**src/rtl/game_event_sync_if.sv**
```systemverilog
// Button, ack and event signals between the dino-game input stage and the regfile wrapper.
// The master drives the raw buttons and the ack register; the slave (game_event_sync) returns events.
interface game_event_sync_if;
  logic        jump_btn_raw;
  logic        pause_btn_raw;
  logic [31:0] ack;
  logic        button_signal;
  logic        screen_signal;
  logic        pause_signal;
  logic [31:0] frame_count;
  logic        overrun;

  modport master (
    output jump_btn_raw,
    output pause_btn_raw,
    output ack,
    input  button_signal,
    input  screen_signal,
    input  pause_signal,
    input  frame_count,
    input  overrun
  );

  modport slave (
    input  jump_btn_raw,
    input  pause_btn_raw,
    input  ack,
    output button_signal,
    output screen_signal,
    output pause_signal,
    output frame_count,
    output overrun
  );
endinterface

```
**src/rtl/game_event_sync.sv**
```systemverilog
// Synchronizes/debounces the jump and pause buttons, produces sticky set/ack events and a frame tick.
// Optional macro PAUSE_FREEZE_EN: frame divider, frame_count and overrun freeze while paused.
module game_event_sync #(
  parameter int DEBOUNCE_CYCLES = 500000,
  parameter int DB_W            = 20,
  parameter int FRAME_DIV       = 833333,
  parameter int FRAME_W         = 20
) (
  input  logic            clock,
  input  logic            reset,
  game_event_sync_if.slave bus
);

  localparam logic [DB_W-1:0]    DB_LAST    = DB_W'(DEBOUNCE_CYCLES - 1);
  localparam logic [FRAME_W-1:0] FRAME_LAST = FRAME_W'(FRAME_DIV - 1);

  // Index 0 is the jump button, index 1 the pause button.
  logic [1:0] raw_btn;
  logic [1:0] btn_rise;

  assign raw_btn = {bus.pause_btn_raw, bus.jump_btn_raw};

  genvar gi;
  generate
    for (gi = 0; gi < 2; gi++) begin : g_btn
      logic            s1_q, s1_d;
      logic            s2_q, s2_d;
      logic            st_q, st_d;
      logic            st_prev_q, st_prev_d;
      logic [DB_W-1:0] cnt_q, cnt_d;

      always_comb begin
        s1_d      = raw_btn[gi];
        s2_d      = s1_q;
        st_d      = st_q;
        cnt_d     = cnt_q;
        st_prev_d = st_q;
        if (s2_q == st_q) begin
          cnt_d = '0;
        end else if (cnt_q == DB_LAST) begin
          st_d  = s2_q;
          cnt_d = '0;
        end else begin
          cnt_d = cnt_q + 1'b1;
        end
      end

      always_ff @(posedge clock) begin
        if (reset) begin
          s1_q      <= 1'b0;
          s2_q      <= 1'b0;
          st_q      <= 1'b0;
          st_prev_q <= 1'b0;
          cnt_q     <= '0;
        end else begin
          s1_q      <= s1_d;
          s2_q      <= s2_d;
          st_q      <= st_d;
          st_prev_q <= st_prev_d;
          cnt_q     <= cnt_d;
        end
      end

      assign btn_rise[gi] = st_q & ~st_prev_q;
    end
  endgenerate

  logic               jump_rise;
  logic               pause_rise;
  logic [2:0]         ack_q, ack_d;
  logic [2:0]         ack_rise;
  logic [FRAME_W-1:0] div_q, div_d;
  logic               tick;
  logic               freeze;
  logic               button_signal_q, button_signal_d;
  logic               screen_signal_q, screen_signal_d;
  logic               pause_signal_q, pause_signal_d;
  logic               overrun_q, overrun_d;
  logic [31:0]        frame_count_q, frame_count_d;
  logic               unused_ack_bits;

  assign jump_rise       = btn_rise[0];
  assign pause_rise      = btn_rise[1];
  assign unused_ack_bits = ^bus.ack[31:3];

`ifdef PAUSE_FREEZE_EN
  assign freeze = pause_signal_q;
`else
  assign freeze = 1'b0;
`endif

  always_comb begin
    ack_d           = bus.ack[2:0];
    ack_rise        = bus.ack[2:0] & ~ack_q;
    tick            = (div_q == FRAME_LAST) && !freeze;
    div_d           = div_q;
    button_signal_d = button_signal_q;
    screen_signal_d = screen_signal_q;
    pause_signal_d  = pause_signal_q ^ pause_rise;
    overrun_d       = overrun_q;
    frame_count_d   = frame_count_q;

    if (!freeze) begin
      div_d = tick ? '0 : div_q + 1'b1;
    end

    // Clear first, then set, so a set arriving with its ack wins.
    if (ack_rise[0]) button_signal_d = 1'b0;
    if (jump_rise)   button_signal_d = 1'b1;

    if (ack_rise[1]) screen_signal_d = 1'b0;
    if (tick)        screen_signal_d = 1'b1;

    if (!freeze) begin
      if (ack_rise[2]) overrun_d = 1'b0;
      if (tick && screen_signal_q && !ack_rise[1]) overrun_d = 1'b1;
    end

    if (tick) frame_count_d = frame_count_q + 32'd1;
  end

  always_ff @(posedge clock) begin
    if (reset) begin
      ack_q           <= '0;
      div_q           <= '0;
      button_signal_q <= 1'b0;
      screen_signal_q <= 1'b0;
      pause_signal_q  <= 1'b0;
      overrun_q       <= 1'b0;
      frame_count_q   <= '0;
    end else begin
      ack_q           <= ack_d;
      div_q           <= div_d;
      button_signal_q <= button_signal_d;
      screen_signal_q <= screen_signal_d;
      pause_signal_q  <= pause_signal_d;
      overrun_q       <= overrun_d;
      frame_count_q   <= frame_count_d;
    end
  end

  assign bus.button_signal = button_signal_q;
  assign bus.screen_signal = screen_signal_q;
  assign bus.pause_signal  = pause_signal_q;
  assign bus.overrun       = overrun_q;
  assign bus.frame_count   = frame_count_q;

endmodule

```
**src/flat_wrapper.sv**
```systemverilog
// flat-port wrapper written by rule: the top's interface ports become plain ports
module game_event_sync_flat 
#(
  parameter int DEBOUNCE_CYCLES = 500000,
  parameter int DB_W            = 20,
  parameter int FRAME_DIV       = 833333,
  parameter int FRAME_W         = 20
)
  (clock, reset, bus_jump_btn_raw, bus_pause_btn_raw, bus_ack, bus_button_signal, bus_screen_signal, bus_pause_signal, bus_frame_count, bus_overrun);
  game_event_sync_if bus_i ();
  input  logic clock;
  input  logic reset;
  input wire logic [$bits(bus_i.jump_btn_raw)-1:0] bus_jump_btn_raw;
  input wire logic [$bits(bus_i.pause_btn_raw)-1:0] bus_pause_btn_raw;
  input wire logic [$bits(bus_i.ack)-1:0] bus_ack;
  output wire logic [$bits(bus_i.button_signal)-1:0] bus_button_signal;
  output wire logic [$bits(bus_i.screen_signal)-1:0] bus_screen_signal;
  output wire logic [$bits(bus_i.pause_signal)-1:0] bus_pause_signal;
  output wire logic [$bits(bus_i.frame_count)-1:0] bus_frame_count;
  output wire logic [$bits(bus_i.overrun)-1:0] bus_overrun;
  assign bus_i.jump_btn_raw = bus_jump_btn_raw;
  assign bus_i.pause_btn_raw = bus_pause_btn_raw;
  assign bus_i.ack = bus_ack;
  assign bus_button_signal = bus_i.button_signal;
  assign bus_screen_signal = bus_i.screen_signal;
  assign bus_pause_signal = bus_i.pause_signal;
  assign bus_frame_count = bus_i.frame_count;
  assign bus_overrun = bus_i.overrun;
  game_event_sync #(.DEBOUNCE_CYCLES(DEBOUNCE_CYCLES), .DB_W(DB_W), .FRAME_DIV(FRAME_DIV), .FRAME_W(FRAME_W)) u_core (.clock(clock), .reset(reset), .bus(bus_i));
endmodule
```
**config.mk**
```make
export PLATFORM = sky130hd
export DESIGN_NAME = game_event_sync_flat
export DESIGN_NICKNAME = d
export VERILOG_FILES = /design/src/rtl/game_event_sync_if.sv /design/src/rtl/game_event_sync.sv /design/src/flat_wrapper.sv
export SDC_FILE = /design/constraint.sdc
export NUM_CORES = 1
export LEC_CHECK = 0
export CORE_MARGIN = 2
export CORE_UTILIZATION = 48
export DETAILED_ROUTE_END_ITERATION = 12
export GPL_TIMING_DRIVEN = 1
export PLACE_DENSITY = 0.76
export RECOVER_POWER = 50
export SLEW_MARGIN = 15
export SYNTH_ARGS = -nofsm -noshare
export SYNTH_HDL_FRONTEND = slang
export SYNTH_SLANG_ARGS = --single-unit
```
**constraint.sdc**
```tcl
create_clock -name clock -period 2.1 [get_ports clock]
set_input_delay 0.21 -clock clock [delete_from_list [all_inputs] [get_ports clock]]
set_output_delay 0.21 -clock clock [all_outputs]
set_load 0.05 [all_outputs]
```
==> run metrics <==
hold_sp bus_ack[1]; CP cell instances inv_2 -> ha_4 -> or4bb_4 -> nor3_4 -> buf_12 -> nand3_4 -> buf_4 -> clkbuf_16 -> o21ai_1 -> a21oi_2; Die Footprint 10,300 um2; Critical R2R Capture u_core.bus.frame_count[28]; clk root buf clkbuf_8; Fmax 0.460 GHz; WL per Instance 13.8 um; Hold Fails Final Rpt 0; Max IR drop VDD 349 uV; register area share after synthesis 46.8%; Worst Setup SP u_core.div_q[1]; initial DRC count 97; Post-Syn Area 4580 um2; PwrDens 596 nW/um2; Pwr Total 3.50 mW; die height 102 um; vias in the first global route 3,884; # IOs 72; worst-path maximum fanout 7; final core utilization 63.6%; CTS tree built; drt first pass iters 5; R2R depth 10; Max stage delay on crit path 0.46 ns; Synth Area in Simple Gates 30.2%; synthesis-to-layout area growth 28.4%; Post-Synth XOR/XNOR Area 12.4%; Arrival @ worst endpoint 2.44 ns; num rows 35; Starting Density 49.5%; first-pass GRT wire length 16.5 mm; GPL Wtd Cong 0.842; PortBufs 42; fraction of the mapped netlist area in adder cells 1.37%; slowest cell on the critical path or4bb_4; Final Max Tran Viols 0; CTS clk-pin slew, worst paths 0.10 ns; Core ar. 9240 um2; Post-synth EDFFs 0; Worst Skew 0.0177 ns; initial antenna violation count 0; die width 102 um; Worst path top cell family by delay simple AND/OR/NAND/NOR gates; WHS 0.386 ns; worst path bufs/invs 4; complex-gate fraction of the synthesized area 5.85%; #FFs+latches synth 107; largest net degree at the start of global routing 21; largest cells by area after synthesis dfxtp_1 47%, nor2_1 7.7%, xnor2_1 6.7%; Routed Antenna Nets 0; # clock sinks 107; Worst-Skew Late Latency 0.37 ns; Yosys cell types 39; hold path cells 3; final HPWL from detailed placement 6.77 mm; WL final 10.3 mm; Mean Syn Cell Area 8.62 um2; reg2reg start u_core.div_q[1]; Crit Path Class flip-flop to flip-flop; clock buffer depth 2; Max Cap Violations 0; failing checks setup timing; fin worst setup slack -0.0740 ns; WP data required 2.36 ns; Num CTS Buffers 9; H-tree lvl count 3; mux share of post-synthesis cell area 0.656%; worst min-delay path class input port to flip-flop; LEAKAGE 2.03 nW; status finished, violations left; flop2flop setup slack -0.07 ns; RSZ-0062 raised after global routing true; Gate Count Post-Synth 531; Syn Nets 572; final setup fails 32; routed vias/inst 5.34; via count 3,967; ys async rst share 0%; Final nets 651; CP Capture Type flip-flop; min Tclk post-route 2.17 ns; Tot GR Track Use 19.4%; measured slew at the worst slew-check pin 0.829 ns; largest area contributor in the netlist dfxtp_1; crit start category flip-flop; Hold EP u_core.ack_q[1]; main combinational cell family by area after synthesis simple AND/OR/NAND/NOR gates; Antenna diodes 0; Yosys Warn Count 0; top cell type's share of synthesized area 46.8%; Main synth FF type dfxtp_1; Worst slew margin 44.7%; layout cells sized above 1 15.5%; fin crit share 104%; drt drc 0; gr ovfl total 0
## how the worst max path moves through the flow
stage / end / depth (start not counted) / slack (ns)
floorplan: u_core.bus.frame_count[13] / 7 / 0.008
global placement: u_core.bus.frame_count[14] / 8 / -0.008
detailed placement: u_core.bus.frame_count[26] / 8 / -0.06
CTS: u_core.bus.frame_count[26] / 8 / -0.04
global route: u_core.bus.frame_count[18] / 9 / -0.13
finish: u_core.bus.frame_count[28] / 10 / -0.07
## synthesized netlist by cell type, types with 4 or more instances
library cell and n:
nand3_1 31, nand2_1 26, nor3_1 12, nor2_1 94
a21oi_1 25, and3_1 11, inv_1 18, nor4_1 8
dfxtp_1 107, nand4_1 29, xor2_1 30, or3_1 21
clkbuf_1 9, xnor2_1 35, or4_1 4, nor2b_1 8
ha_1 5, o21ai_0 24
## logic make-up (layout without fill, tap and decap cells)
logic type,count (synthesis),after routing
simple gates,267,267
flops,107,107
buf+inv,32,115
fa+ha+maj,5,5
compound gates,52,52
mux,3,3
xor+xnor,65,65
## metal layers
metal	vias to the layer above	share of wire (%)	routed length (um)	global-route usage (%)
met5	-	0	0	0
met4	0	0.90	92	7.17
met3	9	2.8	283	4.07
met2	59	53	5420	34.3
met1	1913	44	4480	23.2
li1	1986	-	-	-
## layout make-up
class | count | area [um2]
multi-input cells | 392 | 2480
well taps | 129 | 161
inverters | 18 | 67.6
clock buffers | 9 | 124
flip-flops and latches | 107 | 2150
clock inverters | 6 | 88.8
repair buffers | 82 | 813
fillers | 745 | 3360
## where the power goes
group          total, mW  internal (mW)  switching (mW)
clock network       1.36          0.667           0.690
registers           2.05           2.04         0.00679
logic             0.0967         0.0432          0.0535
## worst reg2reg max path: cells and delay by family (launching register included)
family                     cells  cell delay, ns
AOI/OAI and AO/OA              2            0.29
DFF                            1            0.33
adders and majority gates      1            0.12
buffers and inverters          4            0.55
and+or+nand+nor                3            0.79
## layout by cell type, fill, tap and decap left out, drive strengths merged, types with 7 or more instances in the layout
cell type,Yosys,final
xnor2,35,35
xor2,30,30
o21ai,24,24
clkbuf,10,12
or3,21,21
nand4,30,30
nor4,8,8
dfxtp,107,107
inv,18,19
and3,11,11
nand3,33,33
a21oi,25,25
dlygate4sd3,0,34
clkdlybuf4s50,0,7
buf,4,38
nor3,13,13
nand2,27,27
nor2b,8,8
nor2,95,95
## metrics by stage
step | std cells | setup TNS, ns | area (um2) | setup slack (ns)
after floorplan | 531 | 0 | 4580 | 0.00835
after global placement | 717 | -0.0237 | 5350 | -0.00767
after detailed placement | 717 | -0.728 | 5350 | -0.0634
after CTS | 732 | -0.856 | 5570 | -0.0446
after global routing | 743 | -3.52 | 5880 | -0.133
final | 743 | -0.863 | 5880 | -0.0740
## sequential cells by signal, indices dropped and copies added (netlist names), 2 cells and up
name / flops
u_core.g_btn.cnt_q: 40
u_core.bus.frame_count: 32
u_core.div_q: 20
u_core.ack_q: 3
u_core.g_btn.s1_q: 2
u_core.g_btn.s2_q: 2
u_core.g_btn.st_prev_d: 2
u_core.g_btn.st_prev_q: 2
## what timing repair did
action / 4_1_cts / 5_1_grt
endpoints found under the setup margin: 33 / 50
hold buffers: 0 / 0
gates cloned: 0 / 3
endpoints found under the hold margin: 0 / 0
gates resized for setup: 2 / 50
pin swaps: 0 / 27
buffers inserted: 0 / 8
Note: power is estimated with default switching activity, not from simulation.
